==> src/rtl/ex_stage_pkg.sv <==
// Shared definitions for the execute stage: ALU op codes, B-operand select codes, multiplier FSM states.
// Latency: n/a (types and constants only).
// Backpressure: n/a.
package ex_pkg;

  // ALUctr_EX encodings; codes 12-15 produce a zero result
  localparam logic [3:0] ALU_ADD   = 4'd0;
  localparam logic [3:0] ALU_SUB   = 4'd1;
  localparam logic [3:0] ALU_SLL   = 4'd2;
  localparam logic [3:0] ALU_SLT   = 4'd3;
  localparam logic [3:0] ALU_SLTU  = 4'd4;
  localparam logic [3:0] ALU_XOR   = 4'd5;
  localparam logic [3:0] ALU_SRL   = 4'd6;
  localparam logic [3:0] ALU_SRA   = 4'd7;
  localparam logic [3:0] ALU_OR    = 4'd8;
  localparam logic [3:0] ALU_AND   = 4'd9;
  localparam logic [3:0] ALU_PASSB = 4'd10;
  localparam logic [3:0] ALU_MUL   = 4'd11;

  // ALUBSrc_EX encodings
  localparam logic [1:0] BSRC_BUS  = 2'b00;
  localparam logic [1:0] BSRC_IMM  = 2'b01;
  localparam logic [1:0] BSRC_FOUR = 2'b10;
  localparam logic [1:0] BSRC_ZERO = 2'b11;

  // Return-address increment used by jump-and-link style ops
  localparam logic [31:0] PC_INC = 32'd4;

  typedef enum logic [1:0] {
    MUL_IDLE = 2'd0,
    MUL_BUSY = 2'd1,
    MUL_DONE = 2'd2
  } mul_state_e;

endpackage

==> src/rtl/ex_stage_if.sv <==
// ID/EX inputs, EX/MEM register outputs and PC-control outputs of the execute stage.
// Latency: n/a (signal bundle only).
// Backpressure: stall_o asks the upstream stages to hold their contents.
interface ex_stage_if;
  // ID/EX
  logic [31:0] busA_EX;
  logic [31:0] busB_EX;
  logic [31:0] PC_EX;
  logic [31:0] imm_EX;
  logic [5:0]  Rd_EX;
  logic        MemWr_EX;
  logic        Branch_EX;
  logic        Jump_EX;
  logic        MemtoReg_EX;
  logic        RegWr_EX;
  logic        ALUASrc_EX;
  logic [1:0]  ALUBSrc_EX;
  logic [3:0]  ALUctr_EX;
  // EX/MEM
  logic [31:0] ALUout_MEM;
  logic [31:0] storeData_MEM;
  logic [5:0]  Rd_MEM;
  logic        MemWr_MEM;
  logic        MemtoReg_MEM;
  logic        RegWr_MEM;
  // PC control
  logic        redirect_o;
  logic [31:0] target_o;
  logic        stall_o;

  // Upstream pipeline side: presents ID/EX, observes EX/MEM and PC control
  modport master (
    output busA_EX, busB_EX, PC_EX, imm_EX, Rd_EX, MemWr_EX, Branch_EX, Jump_EX,
           MemtoReg_EX, RegWr_EX, ALUASrc_EX, ALUBSrc_EX, ALUctr_EX,
    input  ALUout_MEM, storeData_MEM, Rd_MEM, MemWr_MEM, MemtoReg_MEM, RegWr_MEM,
           redirect_o, target_o, stall_o
  );

  // Execute stage side
  modport slave (
    input  busA_EX, busB_EX, PC_EX, imm_EX, Rd_EX, MemWr_EX, Branch_EX, Jump_EX,
           MemtoReg_EX, RegWr_EX, ALUASrc_EX, ALUBSrc_EX, ALUctr_EX,
    output ALUout_MEM, storeData_MEM, Rd_MEM, MemWr_MEM, MemtoReg_MEM, RegWr_MEM,
           redirect_o, target_o, stall_o
  );
endinterface

==> src/rtl/ex_stage_mul_seq.sv <==
// Sequential shift-add 32x32 multiplier, low 32 bits of the unsigned product.
// Latency: one edge to load, 32 edges in BUSY, then one cycle in DONE with the product valid.
// Backpressure: none internally; the parent stalls the pipe while start-in-IDLE or busy.
module mul_seq
  import ex_pkg::*;
(
  input  logic        CLK,
  input  logic        Resetn,
  input  logic        start,
  input  logic [31:0] a,
  input  logic [31:0] b,
  output logic        busy,
  output logic        done,
  output logic [31:0] product
);

  mul_state_e  state, state_nxt;
  logic [31:0] a_q, b_q, prod_q;
  logic [4:0]  cnt_q;

  // State register
  always_ff @(negedge CLK) begin
    if (!Resetn) state <= MUL_IDLE;
    else         state <= state_nxt;
  end

  // Next state: DONE always returns to IDLE so a held MUL is never re-run from DONE
  always_comb begin
    state_nxt = state;
    case (state)
      MUL_IDLE: if (start) state_nxt = MUL_BUSY;
      MUL_BUSY: if (cnt_q == 5'd31) state_nxt = MUL_DONE;
      MUL_DONE: state_nxt = MUL_IDLE;
      default:  state_nxt = MUL_IDLE;
    endcase
  end

  // Operand latch and one partial product per BUSY edge
  always_ff @(negedge CLK) begin
    if (!Resetn) begin
      a_q    <= '0;
      b_q    <= '0;
      prod_q <= '0;
      cnt_q  <= '0;
    end else begin
      case (state)
        MUL_IDLE: begin
          if (start) begin
            a_q    <= a;
            b_q    <= b;
            prod_q <= '0;
            cnt_q  <= '0;
          end
        end
        MUL_BUSY: begin
          if (b_q[cnt_q]) prod_q <= prod_q + (a_q << cnt_q);
          cnt_q <= cnt_q + 5'd1;
        end
        default: ;
      endcase
    end
  end

  assign busy    = (state == MUL_BUSY);
  assign done    = (state == MUL_DONE);
  assign product = prod_q;

endmodule

==> src/rtl/ex_stage.sv <==
// Execute stage: operand muxes, ALU, branch/jump resolution and EX/MEM register.
// Latency: one edge for single-cycle ops; 34 cycles for MUL (33 stalled + 1 DONE).
// Backpressure: stall_o holds IF/ID/ID-EX while a MUL is pending; EX/MEM gets bubbles meanwhile.
module ex_stage
  import ex_pkg::*;
(
  input logic        CLK,
  input logic        Resetn,
  ex_stage_if.slave  bus
);

  logic [31:0] op_a, op_b, alu_res, mul_prod;
  logic        is_mul, mul_busy, mul_done, mul_idle, stall;

  assign is_mul   = (bus.ALUctr_EX == ALU_MUL);
  assign mul_idle = !mul_busy && !mul_done;
  assign stall    = (mul_idle && is_mul) || mul_busy;

  mul_seq u_mul (
    .CLK     (CLK),
    .Resetn  (Resetn),
    .start   (is_mul),
    .a       (op_a),
    .b       (op_b),
    .busy    (mul_busy),
    .done    (mul_done),
    .product (mul_prod)
  );

  // Operand selection
  always_comb begin
    op_a = bus.ALUASrc_EX ? bus.PC_EX : bus.busA_EX;
    case (bus.ALUBSrc_EX)
      BSRC_BUS:  op_b = bus.busB_EX;
      BSRC_IMM:  op_b = bus.imm_EX;
      BSRC_FOUR: op_b = PC_INC;
      default:   op_b = 32'd0;
    endcase
  end

  // ALU; MUL reports the sequencer product, which is only meaningful in DONE
  always_comb begin
    alu_res = 32'd0;
    case (bus.ALUctr_EX)
      ALU_ADD:   alu_res = op_a + op_b;
      ALU_SUB:   alu_res = op_a - op_b;
      ALU_SLL:   alu_res = op_a << op_b[4:0];
      ALU_SLT:   alu_res = {31'd0, ($signed(op_a) < $signed(op_b))};
      ALU_SLTU:  alu_res = {31'd0, (op_a < op_b)};
      ALU_XOR:   alu_res = op_a ^ op_b;
      ALU_SRL:   alu_res = op_a >> op_b[4:0];
      ALU_SRA:   alu_res = $unsigned($signed(op_a) >>> op_b[4:0]);
      ALU_OR:    alu_res = op_a | op_b;
      ALU_AND:   alu_res = op_a & op_b;
      ALU_PASSB: alu_res = op_b;
      ALU_MUL:   alu_res = mul_prod;
      default:   alu_res = 32'd0;
    endcase
  end

  // PC control; gating with stall defers a MUL's branch decision to DONE
  always_comb begin
    bus.stall_o    = stall;
    bus.target_o   = bus.PC_EX + bus.imm_EX;
    bus.redirect_o = ((bus.Branch_EX && (alu_res == 32'd0)) || bus.Jump_EX) && !stall;
  end

  // EX/MEM register: bubble while stalled
  always_ff @(negedge CLK) begin
    if (!Resetn || stall) begin
      bus.ALUout_MEM    <= '0;
      bus.storeData_MEM <= '0;
      bus.Rd_MEM        <= '0;
      bus.MemWr_MEM     <= 1'b0;
      bus.MemtoReg_MEM  <= 1'b0;
      bus.RegWr_MEM     <= 1'b0;
    end else begin
      bus.ALUout_MEM    <= alu_res;
      bus.storeData_MEM <= bus.busB_EX;
      bus.Rd_MEM        <= bus.Rd_EX;
      bus.MemWr_MEM     <= bus.MemWr_EX;
      bus.MemtoReg_MEM  <= bus.MemtoReg_EX;
      bus.RegWr_MEM     <= bus.RegWr_EX;
    end
  end

endmodule

==> src/flat_wrapper.sv <==
// flat-port wrapper written by rule: the top's interface ports become plain ports
module ex_stage_flat import ex_pkg::*;
  (CLK, Resetn, bus_busA_EX, bus_busB_EX, bus_PC_EX, bus_imm_EX, bus_Rd_EX, bus_MemWr_EX, bus_Branch_EX, bus_Jump_EX, bus_MemtoReg_EX, bus_RegWr_EX, bus_ALUASrc_EX, bus_ALUBSrc_EX, bus_ALUctr_EX, bus_ALUout_MEM, bus_storeData_MEM, bus_Rd_MEM, bus_MemWr_MEM, bus_MemtoReg_MEM, bus_RegWr_MEM, bus_redirect_o, bus_target_o, bus_stall_o);
  ex_stage_if bus_i ();
  input logic CLK;
  input logic Resetn;
  input wire logic [$bits(bus_i.busA_EX)-1:0] bus_busA_EX;
  input wire logic [$bits(bus_i.busB_EX)-1:0] bus_busB_EX;
  input wire logic [$bits(bus_i.PC_EX)-1:0] bus_PC_EX;
  input wire logic [$bits(bus_i.imm_EX)-1:0] bus_imm_EX;
  input wire logic [$bits(bus_i.Rd_EX)-1:0] bus_Rd_EX;
  input wire logic [$bits(bus_i.MemWr_EX)-1:0] bus_MemWr_EX;
  input wire logic [$bits(bus_i.Branch_EX)-1:0] bus_Branch_EX;
  input wire logic [$bits(bus_i.Jump_EX)-1:0] bus_Jump_EX;
  input wire logic [$bits(bus_i.MemtoReg_EX)-1:0] bus_MemtoReg_EX;
  input wire logic [$bits(bus_i.RegWr_EX)-1:0] bus_RegWr_EX;
  input wire logic [$bits(bus_i.ALUASrc_EX)-1:0] bus_ALUASrc_EX;
  input wire logic [$bits(bus_i.ALUBSrc_EX)-1:0] bus_ALUBSrc_EX;
  input wire logic [$bits(bus_i.ALUctr_EX)-1:0] bus_ALUctr_EX;
  output wire logic [$bits(bus_i.ALUout_MEM)-1:0] bus_ALUout_MEM;
  output wire logic [$bits(bus_i.storeData_MEM)-1:0] bus_storeData_MEM;
  output wire logic [$bits(bus_i.Rd_MEM)-1:0] bus_Rd_MEM;
  output wire logic [$bits(bus_i.MemWr_MEM)-1:0] bus_MemWr_MEM;
  output wire logic [$bits(bus_i.MemtoReg_MEM)-1:0] bus_MemtoReg_MEM;
  output wire logic [$bits(bus_i.RegWr_MEM)-1:0] bus_RegWr_MEM;
  output wire logic [$bits(bus_i.redirect_o)-1:0] bus_redirect_o;
  output wire logic [$bits(bus_i.target_o)-1:0] bus_target_o;
  output wire logic [$bits(bus_i.stall_o)-1:0] bus_stall_o;
  assign bus_i.busA_EX = bus_busA_EX;
  assign bus_i.busB_EX = bus_busB_EX;
  assign bus_i.PC_EX = bus_PC_EX;
  assign bus_i.imm_EX = bus_imm_EX;
  assign bus_i.Rd_EX = bus_Rd_EX;
  assign bus_i.MemWr_EX = bus_MemWr_EX;
  assign bus_i.Branch_EX = bus_Branch_EX;
  assign bus_i.Jump_EX = bus_Jump_EX;
  assign bus_i.MemtoReg_EX = bus_MemtoReg_EX;
  assign bus_i.RegWr_EX = bus_RegWr_EX;
  assign bus_i.ALUASrc_EX = bus_ALUASrc_EX;
  assign bus_i.ALUBSrc_EX = bus_ALUBSrc_EX;
  assign bus_i.ALUctr_EX = bus_ALUctr_EX;
  assign bus_ALUout_MEM = bus_i.ALUout_MEM;
  assign bus_storeData_MEM = bus_i.storeData_MEM;
  assign bus_Rd_MEM = bus_i.Rd_MEM;
  assign bus_MemWr_MEM = bus_i.MemWr_MEM;
  assign bus_MemtoReg_MEM = bus_i.MemtoReg_MEM;
  assign bus_RegWr_MEM = bus_i.RegWr_MEM;
  assign bus_redirect_o = bus_i.redirect_o;
  assign bus_target_o = bus_i.target_o;
  assign bus_stall_o = bus_i.stall_o;
  ex_stage u_core (.CLK(CLK), .Resetn(Resetn), .bus(bus_i));
endmodule
==> config.mk <==
export PLATFORM = sky130hd
export DESIGN_NAME = ex_stage_flat
export DESIGN_NICKNAME = d
export VERILOG_FILES = /design/src/rtl/ex_stage_pkg.sv /design/src/rtl/ex_stage_if.sv /design/src/rtl/ex_stage_mul_seq.sv /design/src/rtl/ex_stage.sv /design/src/flat_wrapper.sv
export SDC_FILE = /design/constraint.sdc
export NUM_CORES = 1
export LEC_CHECK = 0
export ABC_AREA = 1
export CELL_PAD_IN_SITES_DETAIL_PLACEMENT = 1
export CELL_PAD_IN_SITES_GLOBAL_PLACEMENT = 2
export CORE_MARGIN = 5
export CORE_UTILIZATION = 34
export CTS_BUF_LIST = sky130_fd_sc_hd__clkbuf_4
export DETAILED_ROUTE_END_ITERATION = 10
export DONT_BUFFER_PORTS = 1
export PLACE_DENSITY = 0.93
export SYNTH_ARGS = -nofsm -noshare
export SYNTH_HDL_FRONTEND = slang
export SYNTH_SLANG_ARGS = --single-unit
==> constraint.sdc <==
create_clock -name CLK -period 7 [get_ports CLK]
set_input_delay 1.75 -clock CLK [delete_from_list [all_inputs] [get_ports CLK]]
set_output_delay 1.75 -clock CLK [all_outputs]
set_load 0.1 [all_outputs]
==> flow_summary.toml, run 1 <==
[outcome]
error = "[ERROR GRT-0232] Routing congestion too high. Check the congestion heatmap in the GUI."
haltStage = "5_1_grt"
status = "stopped before the end"

[logic_synthesis]
syn-instance-count = 3978
yosysTopAreaCell = "nand2_1"
mappedNetlistArea_um2 = 21900
async_flop_share_pct = 0
synth_top_area_share_pct = 18.4
synth_fp_nets = 4294
syn_area_per_cell_um2 = 5.50
ys_seq_elements = 176
ys_types = 51
ys_seq_area_share_pct = 16.1
synth_edf_count = 0
yosysWarnings = 0
synth.area.top_cells = "nand2_1, dfxtp_1, nand3_1, inv_1, ha_1"
yosysMostFrequentCell = "nand2_1"
netlist_top_cells_count = "nand2_1, nand3_1, inv_1"
synth_flop_cell = "dfxtp_1"

[clock_network]
cts.hold.buffers_added = 0
cts-buffers-inserted = 17
clock-root-buffer = "clkbuf_4"
clockBufferDepth = 2
htree_levels = 4
numClockSinks = 176

[floorplan]
initial_core_util_pct = 34.1
rows = 93
die_w_um = 264
die_y_um = 264
io_pins = 255

[placed_design]
gp_congestion = 1.12
placed_area_um2 = 28700
portBuffers = 0
place_inst = 5385
dp_slack_ns = -1.49
hpwl_um = 111000

[sta]
worst_endpoint = "bus_redirect_o"
worstEpCategory = "top-level output"

[global_route]
grt_max_degree = 126
grt_overflow = 651
grt_use_total_pct = 80.7
## metal layers
| layer | global-route usage (%) | overflow |
|---|---|---|
| met1 | 78.4 | 39 |
| met2 | 92.7 | 356 |
| met3 | 72.8 | 58 |
| met4 | 79.5 | 188 |
| met5 | 54.7 | 10 |
## cells by family after synthesis
family,share of synthesized area (%)
compound gates,18.6
xor+xnor,1.84
fa+ha+maj,9.75
buf+inv,13.3
flops,16.1
mux,0.504
simple gates,39.9
## per-stage QoR
| step | hold slack [ns] | util, % |
|---|---|---|
| 3_3_place_gp | 0.465 | 44.7 |
| 4_1_cts | 0.488 | 50.5 |
| 2_1_floorplan | 0.439 | - |
| 3_5_place_dp | 0.480 | 44.7 |
## timing repair
item                                    in CTS
endpoints found under the setup margin      33
cloned                                       1
buffers inserted                           102
pin swaps                                  130
resized for setup                          497
==> run 2: changes to the inputs <==
--- a/config.mk
+++ b/config.mk
@@ -6,14 +6,11 @@
 export NUM_CORES = 1
 export LEC_CHECK = 0
 export ABC_AREA = 1
-export CELL_PAD_IN_SITES_DETAIL_PLACEMENT = 1
-export CELL_PAD_IN_SITES_GLOBAL_PLACEMENT = 2
 export CORE_MARGIN = 5
-export CORE_UTILIZATION = 34
-export CTS_BUF_LIST = sky130_fd_sc_hd__clkbuf_4
+export CORE_UTILIZATION = 25
 export DETAILED_ROUTE_END_ITERATION = 10
 export DONT_BUFFER_PORTS = 1
-export PLACE_DENSITY = 0.93
+export PLACE_DENSITY_LB_ADDON = 0.15
 export SYNTH_ARGS = -nofsm -noshare
 export SYNTH_HDL_FRONTEND = slang
 export SYNTH_SLANG_ARGS = --single-unit
==> flow_summary.toml, run 2 <==
[worst_setup_path]
critPathCaptureType = "output pin"
slowest_stage = "dfxtp_1"
cp_cell_sequence = "nand2_1, o221ai_1, nor2_1, buf_4, nand2_1, inv_1, nand2_1, nor2_2, buf_4, nand3_1, nor2_1, nand2_1, nor2_4, nand3_2, buf_8, a21oi_4, buf_12"
path_max_fanout = 2
crit_type = "reg2out"
critPathArrivalTime_ns = 6.48
cp_num_buf_inv = 5
slowest_delay_ns = 0.32
critPathLaunchType = "flop"
critPathRequiredTime_ns = 5.25
crit_top_cell = "nand2_1"
path_delay_family = "simple AND/OR/NAND/NOR gates"

[logic_synthesis]
synth_top_area_share_pct = 18.4
yosysWarnings = 0
synth_fp_nets = 4294
ys_seq_elements = 176
mappedNetlistArea_um2 = 21900
synth_edf_count = 0
yosysTopAreaCell = "nand2_1"
ys_seq_area_share_pct = 16.1
syn-instance-count = 3978
synth_flop_cell = "dfxtp_1"
yosysMostFrequentCell = "nand2_1"
netlist_top_cells_count = "nand2_1, nand3_1, inv_1"
synth.area.top_cells = "nand2_1, dfxtp_1, nand3_1, inv_1, ha_1"
syn_area_per_cell_um2 = 5.50
async_flop_share_pct = 0
ys_types = 51

[sta]
finalSetupViolCount = 32
tightest_slew_ns = 1.19
skew_ns = 0.0293
fin_setup_tns_ns = -14.96
rsz0062_at_grt = "true"
maxSlewHeadroom_pct = 20.8
drv_slew = 0
hold_viol = 0
setup_ws_ns = -1.23

[power_and_ir_drop]
cellPowerDensity_nw_per_um2 = 169
ir_drop_mv = 0.228
power.leakage_uw = 0.0183
power_uw = 6060

[global_route]
grt_max_degree = 68
grt_use_total_pct = 28.1
grt_pass1_wl_um = 197000
antenna_found_initial = 8
grt_overflow = 0
grt_pass1_vias = 29500

[clock_network]
cts.hold.buffers_added = 0
htree_levels = 4
cts-buffers-inserted = 17
clock_latency_ns = 0.54
clkSlewWorstSetupHoldPaths_ns = 0.03
numClockSinks = 176
clockBufferDepth = 2
cts_tree = "done"
clock-root-buffer = "clkbuf_16"

[cells_and_area]
final_common_cell = "nand2_1"
final_cell_mix = "nand2_1, buf_4, inv_1, nand3_1, o21ai_0"
nets = 5280
syn2layout_area_growth_pct = 63.8
drive_gt1_share_pct = 33.8

[detailed_routing]
dr_total_vias = 30800
drtPass1Iterations = 5
vias_per_cell = 5.01
drtIter0Drc = 2697
antenna_left = 0
wl_per_cell_um = 22.5
drc = 0
drt_wl_total_um = 138000

[floorplan]
io_pins = 255
die_y_um = 306
rows = 108
initial_core_util_pct = 25.2
die_w_um = 306
die-area_um2 = 93500
core_area_um2 = 86800

[outcome]
violations = "negative setup slack"
status = "complete, but fails checks"

[job]
max_cap_viol_count = 0

[placed_design]
hpwl_um = 112000
portBuffers = 0
gp_congestion = 1.01

[worst_hold_path]
min_path_type = "reg2reg"
run 2: timing repair:
item                       CTS  global route
pin swaps                  129           142
gates cloned                 2             3
resized for setup          551           322
buffers inserted            75            41
setup endpoints to repair   34            66
run 2: path summary, 6_finish.rpt:
kind / slack, ns / from / end / cells after the start
setup / recovery: -1.23 / u_core.u_mul.product[21] / bus_redirect_o / 17
hold / removal: 0.46 / u_core.u_mul.a_q[30] / u_core.u_mul.a_q[30] / 2
setup reg to reg: 2.30 / u_core.u_mul.cnt_q[1] / u_core.u_mul.product[31] / 20
hold reg to reg: 0.46 / u_core.u_mul.a_q[30] / u_core.u_mul.a_q[30] / 2
run 2: layout make-up:
| type | count | area [µm²] |
|---|---|---|
| Fill cell | 9507 | 50900 |
| Inverter | 562 | 2150 |
| Sequential cell | 176 | 3530 |
| Antenna cell | 2 | 5.00 |
| Clock inverter | 190 | 833 |
| Multi-Input combinational cell | 3053 | 19000 |
| Timing Repair Buffer | 976 | 8440 |
| Timing Repair inverter | 2 | 28.8 |
| Clock buffer | 17 | 425 |
| Tap cell | 1155 | 1450 |
run 2: per-layer routing:
| metal | up-vias | global-route usage (%) | share of wire, % |
|---|---|---|---|
| met5 | - | 0 | 0.0094 |
| met1 | 14400 | 36.7 | 43 |
| met3 | 262 | 4.93 | 6.5 |
| met4 | 2 | 14.9 | 6.0 |
| li1 | 14900 | - | - |
| met2 | 1118 | 44.5 | 45 |
run 2: power breakdown:
part	internal, µW	switching [µW]
combinational	1290	2230
clock	617	850
sequential	1060	23.2
total	2960	3100
run 2: metrics by stage:
stage	utilization, %	setup slack, ns	hold WS (ns)	instance area [µm²]	std cells
2_1_floorplan	-	-0.558	0.439	22400	3978
3_3_place_gp	34.8	-1.42	0.458	30200	5817
3_5_place_dp	34.8	-1.38	0.464	30200	5817
4_1_cts	39.4	-1.24	0.469	34200	6095
5_1_grt	41.3	-1.29	0.499	35800	6131
6_report	41.3	-1.23	0.464	35800	6133
run 2: worst reg2reg max path: cells and delay by family, from the launching register on:
kind,cells,cell delay (ns)
AOI/OAI and AO/OA,9,1.37
DFF,1,0.30
and+or+nand+nor,7,1.22
buffers and inverters,3,1.29
adders and majority gates,1,0.44
run 2: cells by family after synthesis:
group	after synthesis	synth area share, %
AND/OR/NAND/NOR	2079	39.9
AO/OA/AOI/OAI	749	18.6
buffers and inverters	749	13.3
flip-flops	176	16.1
adder cells (fa/ha/maj)	168	9.75
XOR/XNOR	46	1.84
multiplexers	11	0.504
Power figures use the tool's default switching activity.
